==> config.mk <==
export PLATFORM = sky130hd
export DESIGN_NAME = fir_cfg_master
export DESIGN_NICKNAME = d
export VERILOG_FILES = /design/src/rtl/fir_pkg.sv /design/src/rtl/axil_master_xact.sv /design/src/rtl/fir_cfg_master.sv
export SDC_FILE = /design/constraint.sdc
export NUM_CORES = 1
export LEC_CHECK = 0
export BUFFER_PORTS_ARGS = -buffer_cell sky130_fd_sc_hd__buf_2
export CORE_MARGIN = 2
export CORE_UTILIZATION = 30
export DETAILED_ROUTE_END_ITERATION = 10
export GPL_ROUTABILITY_DRIVEN = 0
export PLACE_DENSITY = 0.61
export SYNTH_ARGS = -nofsm -noshare
export SYNTH_HDL_FRONTEND = slang
export SYNTH_SLANG_ARGS = --single-unit
==> constraint.sdc <==
create_clock -name axis_clk -period 3.3 [get_ports axis_clk]
set_clock_uncertainty 0.1 [all_clocks]
set_input_delay 0.165 -clock axis_clk [delete_from_list [all_inputs] [get_ports axis_clk]]
set_output_delay 0.165 -clock axis_clk [all_outputs]
set_load 0.05 [all_outputs]
==> src/rtl/fir_pkg.sv <==
// Shared register map, ap_ctrl bit positions and state encodings for the FIR configuration master.
package fir_pkg;

  localparam int unsigned AP_CTRL_OFS  = 32'h00;
  localparam int unsigned DATA_LEN_OFS = 32'h10;
  localparam int unsigned TAP_BASE_OFS = 32'h20;

  localparam int unsigned AP_START_BIT = 0;
  localparam int unsigned AP_DONE_BIT  = 1;
  localparam int unsigned AP_IDLE_BIT  = 2;

  typedef enum logic [2:0] {
    S_IDLE,
    S_WR_LEN,
    S_WR_TAP,
    S_RD_TAP,
    S_WR_START,
    S_POLL,
    S_FIN
  } cfg_state_e;

  typedef enum logic [1:0] {
    X_IDLE,
    X_WRITE,
    X_RADDR,
    X_RDATA
  } xact_state_e;

  function automatic int unsigned tap_ofs(input int unsigned k);
    return TAP_BASE_OFS + 4 * k;
  endfunction

endpackage

==> src/rtl/axil_master_xact.sv <==
// Single-outstanding AXI-Lite write/read handshake engine; one request per transaction.
module axil_master_xact
  import fir_pkg::*;
#(
  parameter int unsigned ADDR_W = 12,
  parameter int unsigned DATA_W = 32
) (
  input  logic              clk,
  input  logic              rst,
  input  logic              req,
  input  logic              req_wr,
  input  logic [ADDR_W-1:0] req_addr,
  input  logic [DATA_W-1:0] req_wdata,
  output logic              cmp,
  output logic [DATA_W-1:0] rd_data,
  output logic              awvalid,
  output logic [ADDR_W-1:0] awaddr,
  input  logic              awready,
  output logic              wvalid,
  output logic [DATA_W-1:0] wdata,
  input  logic              wready,
  output logic              arvalid,
  output logic [ADDR_W-1:0] araddr,
  input  logic              arready,
  input  logic              rvalid,
  input  logic [DATA_W-1:0] rdata,
  output logic              rready
);

  xact_state_e       xstate_q, xstate_d;
  logic              awvalid_q, awvalid_d;
  logic              wvalid_q, wvalid_d;
  logic              arvalid_q, arvalid_d;
  logic              rready_q, rready_d;
  logic [ADDR_W-1:0] awaddr_q, awaddr_d;
  logic [ADDR_W-1:0] araddr_q, araddr_d;
  logic [DATA_W-1:0] wdata_q, wdata_d;

  // Channel sequencing: AW and W retire independently, the write completes once both have.
  always_comb begin
    xstate_d  = xstate_q;
    awvalid_d = awvalid_q;
    wvalid_d  = wvalid_q;
    arvalid_d = arvalid_q;
    rready_d  = rready_q;
    awaddr_d  = awaddr_q;
    araddr_d  = araddr_q;
    wdata_d   = wdata_q;
    cmp       = 1'b0;
    rd_data   = rdata;
    case (xstate_q)
      X_IDLE: begin
        if (req) begin
          if (req_wr) begin
            awvalid_d = 1'b1;
            wvalid_d  = 1'b1;
            awaddr_d  = req_addr;
            wdata_d   = req_wdata;
            xstate_d  = X_WRITE;
          end else begin
            arvalid_d = 1'b1;
            araddr_d  = req_addr;
            xstate_d  = X_RADDR;
          end
        end
      end
      X_WRITE: begin
        if (awvalid_q && awready) awvalid_d = 1'b0;
        if (wvalid_q && wready)   wvalid_d  = 1'b0;
        if (!awvalid_d && !wvalid_d) begin
          cmp      = 1'b1;
          xstate_d = X_IDLE;
        end
      end
      X_RADDR: begin
        if (arready) begin
          arvalid_d = 1'b0;
          rready_d  = 1'b1;
          xstate_d  = X_RDATA;
        end
      end
      X_RDATA: begin
        if (rvalid) begin
          rready_d = 1'b0;
          cmp      = 1'b1;
          xstate_d = X_IDLE;
        end
      end
      default: xstate_d = X_IDLE;
    endcase
  end

  // Channel registers; reset drops every valid/ready even mid-transaction.
  always_ff @(posedge clk) begin
    if (rst) begin
      xstate_q  <= X_IDLE;
      awvalid_q <= 1'b0;
      wvalid_q  <= 1'b0;
      arvalid_q <= 1'b0;
      rready_q  <= 1'b0;
      awaddr_q  <= '0;
      araddr_q  <= '0;
      wdata_q   <= '0;
    end else begin
      xstate_q  <= xstate_d;
      awvalid_q <= awvalid_d;
      wvalid_q  <= wvalid_d;
      arvalid_q <= arvalid_d;
      rready_q  <= rready_d;
      awaddr_q  <= awaddr_d;
      araddr_q  <= araddr_d;
      wdata_q   <= wdata_d;
    end
  end

  assign awvalid = awvalid_q;
  assign awaddr  = awaddr_q;
  assign wvalid  = wvalid_q;
  assign wdata   = wdata_q;
  assign arvalid = arvalid_q;
  assign araddr  = araddr_q;
  assign rready  = rready_q;

endmodule

==> src/rtl/fir_cfg_master.sv <==
// Sequences FIR configuration: length, taps, tap readback check, ap_start and ap_done polling.
module fir_cfg_master
  import fir_pkg::*;
#(
  parameter int unsigned pADDR_WIDTH = 12,
  parameter int unsigned pDATA_WIDTH = 32,
  parameter int unsigned Tape_Num    = 11
) (
  input  logic                   axis_clk,
  input  logic                   axis_rst,
  input  logic                   start,
  input  logic [31:0]            data_length,
  output logic [3:0]             coef_idx,
  input  logic [31:0]            coef_data,
  output logic                   busy,
  output logic                   done,
  output logic                   err,
  output logic [3:0]             err_idx,
  output logic                   awvalid,
  output logic [pADDR_WIDTH-1:0] awaddr,
  input  logic                   awready,
  output logic                   wvalid,
  output logic [pDATA_WIDTH-1:0] wdata,
  input  logic                   wready,
  output logic                   arvalid,
  output logic [pADDR_WIDTH-1:0] araddr,
  input  logic                   arready,
  input  logic                   rvalid,
  input  logic [pDATA_WIDTH-1:0] rdata,
  output logic                   rready
);

  localparam logic [3:0] LAST_K = 4'(Tape_Num - 1);

  cfg_state_e             state_q, state_d;
  logic [3:0]             k_q, k_d;
  logic                   pend_q, pend_d;
  logic [31:0]            len_q, len_d;
  logic                   err_q, err_d;
  logic [3:0]             err_idx_q, err_idx_d;

  logic                   xreq;
  logic                   xreq_wr;
  logic [pADDR_WIDTH-1:0] xaddr;
  logic [pDATA_WIDTH-1:0] xwdata;
  logic                   xcmp;
  logic [pDATA_WIDTH-1:0] xrdata;

  axil_master_xact #(
    .ADDR_W (pADDR_WIDTH),
    .DATA_W (pDATA_WIDTH)
  ) u_xact (
    .clk       (axis_clk),
    .rst       (axis_rst),
    .req       (xreq),
    .req_wr    (xreq_wr),
    .req_addr  (xaddr),
    .req_wdata (xwdata),
    .cmp       (xcmp),
    .rd_data   (xrdata),
    .awvalid   (awvalid),
    .awaddr    (awaddr),
    .awready   (awready),
    .wvalid    (wvalid),
    .wdata     (wdata),
    .wready    (wready),
    .arvalid   (arvalid),
    .araddr    (araddr),
    .arready   (arready),
    .rvalid    (rvalid),
    .rdata     (rdata),
    .rready    (rready)
  );

  // Next-state logic; each transaction state issues one request then waits for its completion.
  // pend_q guarantees the next request lands at least one cycle after the previous completion.
  always_comb begin
    state_d   = state_q;
    k_d       = k_q;
    pend_d    = pend_q;
    len_d     = len_q;
    err_d     = err_q;
    err_idx_d = err_idx_q;
    xreq      = 1'b0;
    xreq_wr   = 1'b0;
    xaddr     = '0;
    xwdata    = '0;
    case (state_q)
      S_IDLE: begin
        if (start) begin
          len_d     = data_length;
          err_d     = 1'b0;
          err_idx_d = '0;
          state_d   = S_WR_LEN;
        end
      end
      S_WR_LEN: begin
        xreq    = !pend_q;
        xreq_wr = 1'b1;
        xaddr   = pADDR_WIDTH'(DATA_LEN_OFS);
        xwdata  = pDATA_WIDTH'(len_q);
        if (xcmp) state_d = S_WR_TAP;
      end
      S_WR_TAP: begin
        xreq    = !pend_q;
        xreq_wr = 1'b1;
        xaddr   = pADDR_WIDTH'(tap_ofs(32'(k_q)));
        xwdata  = pDATA_WIDTH'(coef_data);
        if (xcmp) begin
          if (k_q == LAST_K) begin
            k_d     = '0;
            state_d = S_RD_TAP;
          end else begin
            k_d = k_q + 4'd1;
          end
        end
      end
      S_RD_TAP: begin
        xreq  = !pend_q;
        xaddr = pADDR_WIDTH'(tap_ofs(32'(k_q)));
        if (xcmp) begin
          if (32'(xrdata) != coef_data) begin
            err_d     = 1'b1;
            err_idx_d = k_q;
            k_d       = '0;
            state_d   = S_FIN;
          end else if (k_q == LAST_K) begin
            k_d     = '0;
            state_d = S_WR_START;
          end else begin
            k_d = k_q + 4'd1;
          end
        end
      end
      S_WR_START: begin
        xreq    = !pend_q;
        xreq_wr = 1'b1;
        xaddr   = pADDR_WIDTH'(AP_CTRL_OFS);
        xwdata  = pDATA_WIDTH'(32'd1 << AP_START_BIT);
        if (xcmp) state_d = S_POLL;
      end
      S_POLL: begin
        xreq  = !pend_q;
        xaddr = pADDR_WIDTH'(AP_CTRL_OFS);
        if (xcmp && xrdata[AP_DONE_BIT]) state_d = S_FIN;
      end
      S_FIN: begin
        state_d = S_IDLE;
      end
      default: state_d = S_IDLE;
    endcase
    if (xreq) pend_d = 1'b1;
    if (xcmp) pend_d = 1'b0;
  end

  // Sequencer state registers.
  always_ff @(posedge axis_clk) begin
    if (axis_rst) begin
      state_q   <= S_IDLE;
      k_q       <= '0;
      pend_q    <= 1'b0;
      len_q     <= '0;
      err_q     <= 1'b0;
      err_idx_q <= '0;
    end else begin
      state_q   <= state_d;
      k_q       <= k_d;
      pend_q    <= pend_d;
      len_q     <= len_d;
      err_q     <= err_d;
      err_idx_q <= err_idx_d;
    end
  end

  assign busy     = (state_q != S_IDLE);
  assign done     = (state_q == S_FIN);
  assign err      = err_q;
  assign err_idx  = err_idx_q;
  assign coef_idx = (state_q == S_WR_TAP || state_q == S_RD_TAP) ? k_q : '0;

endmodule

==> results.sh <==
export IMPL_hold_viol_final=0
export IMPL_firstDrtPassIters=4
export IMPL_grt_ovfl_total=0
export IMPL_post_route_period_util_pct=72.3
export IMPL_post_synth_num_cell_types=46
export IMPL_status="finished, final reports clean"
export IMPL_fp_dieW_um=127
export IMPL_drtIter0Drc=263
export IMPL_synthCells=527
export IMPL_wl_per_cell_um=16.1
export IMPL_cts_tree="yes"
export IMPL_grt_pass1_vias=4244
export IMPL_fillCellCount=1523
export IMPL_setup_viol=0
export IMPL_final_max_slew_viol_count=0
export IMPL_cts_buffer_depth=2
export IMPL_cts_setup_buffers=0
export IMPL_io_buffers=159
export IMPL_power_internal_w=0.00263
export IMPL_root_buffer="clkbuf_16"
export IMPL_startpoint_type="flip-flop"
export IMPL_seqCellArea_um2=1860
export IMPL_synth_seq_area_share_pct=41.2
export IMPL_cts_inserted_buffers=9
export IMPL_vias=4339
export IMPL_cp_arrival_ps=2510
export IMPL_slowest_stage="dfxtp_1"
export IMPL_start_util_pct=30.9
export IMPL_die_area_um2=16100
export IMPL_globalRouteTotalUtil_pct=17.8
export IMPL_crit_required_ps=3420
export IMPL_viasPerCell=4.88
export IMPL_power_density_nw_per_um2=768
export IMPL_crit_path_max_fanout=23
export IMPL_yosysWarnings=0
export IMPL_holdPathStages=3
export IMPL_grt_pass1_wl_um=22300
export IMPL_area_growth_pct=33.3
export IMPL_vdd_drop_max_v=0.000330
export IMPL_critPathCaptureType="flip-flop"
export IMPL_hp_class="in2reg"
export IMPL_critPathMaxStageDelay_ps=560
export IMPL_holdWs_ps=5.90
export IMPL_multi_input_area_um2=2400
export IMPL_htreeDepth=3
export IMPL_layoutNonFillerInstCount=890
export IMPL_tightest_slew_ps=906
export IMPL_post_route_min_period_ps=2390
export IMPL_netlist_area_um2=4520
export IMPL_path_clk_slew_ps=70
export IMPL_switching_share_pct=43.1
export IMPL_grt_antenna_before_repair=0
export IMPL_grt_start_max_net_pins=53
export IMPL_critPathLaunch="state_q[2]"
export IMPL_drc=0
export IMPL_pwr_share_seq_pct=32.1
export IMPL_worstSkewPairLatency_ps=340
export IMPL_fin_setup_tns_ps=0
export IMPL_layout_drive_gt1_share_pct=32.6
export IMPL_ios=174
export IMPL_ant_nets=0
export IMPL_drt_wl_total_um=14400
export IMPL_die_h_um=127
export IMPL_num_antenna_cells=0
export IMPL_crit_type="reg2reg"
export IMPL_place_hpwl_um=10400
export IMPL_maxSlewHeadroom_pct=39.4
export IMPL_postSynthAreaPerCell_um2=8.58
export IMPL_crit_cells=6
export IMPL_power_share_clock_pct=23.9
export IMPL_placed_cells=842
export IMPL_worstHoldStart="data_length[24]"
export IMPL_p_leak_nw=2.63
export IMPL_final_common_cell="buf_2"
export IMPL_rsz0062_at_grt="no"
export IMPL_final_cell_mix="buf_2, dfxtp_1, nand2_1, nor2_1, a21oi_1"
export IMPL_core_um2=14600
export IMPL_r2r_worst_path_cells=6
export IMPL_final_nets=804
export IMPL_netSwitchingPower_w=0.00199
export IMPL_crit_buf_inv=1
export IMPL_maxCapViolCount=0
export IMPL_fmax_mhz=419
export IMPL_worst_r2r_setup_slack_ps=910
export IMPL_crit_family="flip-flops"
export IMPL_yosys_register_bits=93
export IMPL_cts_sinks=93
export IMPL_std_cell_rows=44
export IMPL_cts_repair_resized=0
export IMPL_path_cells="xor2_1, a21o_1, nand2_2, buf_4, a221oi_1, nor3_2"
export IMPL_reg2reg_from="state_q[2]"
export IMPL_p_comb_share_pct=44.0
tightest hold or removal path: cells and delay by family:
kind,cells,cell delay (ps)
buf+inv,1,100
compound gates,1,60
simple gates,1,70
power by group through the flow:
stage               combinational [W]  clock [W]  sequential [W]
floorplan                     0.00125          0         0.00182
global placement              0.00200          0         0.00150
detailed placement            0.00201          0         0.00151
CTS                           0.00205    0.00114         0.00149
global route                  0.00223    0.00118         0.00152
finish                        0.00203    0.00111         0.00149
area by class of cell:
class,count,area share (%)
Clock buffer,11,3.86
Sequential cell,93,30.9
Clock inverter,5,1.41
Timing Repair Buffer,202,19.9
Inverter,4,0.249
Tap cell,184,3.82
Multi-Input combinational cell,391,39.8
timing repair:
| item | 4_1_cts | 5_1_grt |
|---|---|---|
| setup endpoints to repair | 0 | 0 |
| hold endpoints to repair | 32 | 0 |
| hold buffers | 32 | 0 |
layer usage:
metal | GRT usage, % | up-vias | part of all wire [%]
met5 | 0 | - | 0
li1 | - | 2163 | -
met3 | 4.18 | 6 | 5.9
met4 | 4.59 | 0 | 0.66
met2 | 31.4 | 135 | 50
met1 | 22.0 | 2035 | 44
cells in the mapped netlist (all sizes together):
master | n | area [µm²]
a31oi | 2 | 12.5
conb | 1 | 3.75
nand2 | 89 | 334
o31ai | 2 | 15.0
and2 | 8 | 50.1
nand3b | 5 | 37.5
nand3 | 6 | 30.0
nor4b | 2 | 17.5
o21ai | 9 | 45.0
o21bai | 1 | 11.3
clkbuf | 21 | 78.8
o311ai | 1 | 8.76
a21o | 2 | 15.0
nor4 | 10 | 62.6
o221ai | 1 | 8.76
nor3b | 1 | 18.8
dfxtp | 93 | 1860
and3 | 1 | 6.26
and2b | 1 | 7.51
xor2 | 33 | 289
mux2i | 7 | 70.1
o21ba | 1 | 10.0
nand4 | 2 | 12.5
nor2b | 2 | 12.5
a21oi | 50 | 250
or2 | 1 | 6.26
inv | 4 | 15.0
a2111o | 1 | 11.3
buf | 31 | 221
a211oi | 3 | 22.5
o2111ai | 1 | 8.76
nor2 | 54 | 205
o211ai | 3 | 27.5
a31o | 1 | 8.76
nand2b | 8 | 50.1
a32oi | 1 | 8.76
nor3 | 35 | 315
a221oi | 33 | 352
flip-flops by register name, indices dropped and copies added, names as in the netlist, 2 cells and up:
signal	flops
len_q	32
u_xact.wdata	32
u_xact.araddr	5
u_xact.awaddr	5
err_idx	4
k_q	4
state_q	3
u_xact.xstate_q	2
kinds of logic (layout without fill, tap and decap cells):
family | count (synthesis) | in the layout | synth area share (%)
flops | 93 | 93 | 41.2
buf+inv | 56 | 222 | 6.97
mux | 7 | 7 | 1.55
xor+xnor | 33 | 33 | 6.39
compound gates | 112 | 112 | 18.0
other cells | 1 | 14 | 0.0829
simple gates | 225 | 225 | 25.8
final timing paths:
check | end
worst max-delay path | u_xact.wdata[28]
worst min-delay path | len_q[24]
worst max register to register | u_xact.wdata[28]
worst min register to register | len_q[7]
per-stage QoR:
stage	cell area, µm²	power, W	setup WS (ps)	util (%)
6_report	6030	0.00463	914	41.2
5_1_grt	6030	0.00492	699	41.2
4_1_cts	6030	0.00467	922	41.2
3_5_place_dp	5390	0.00352	886	36.8
3_3_place_gp	5390	0.00351	858	36.8
2_1_floorplan	4570	0.00307	1560	-
No activity file was read; power rests on OpenSTA's default activity.
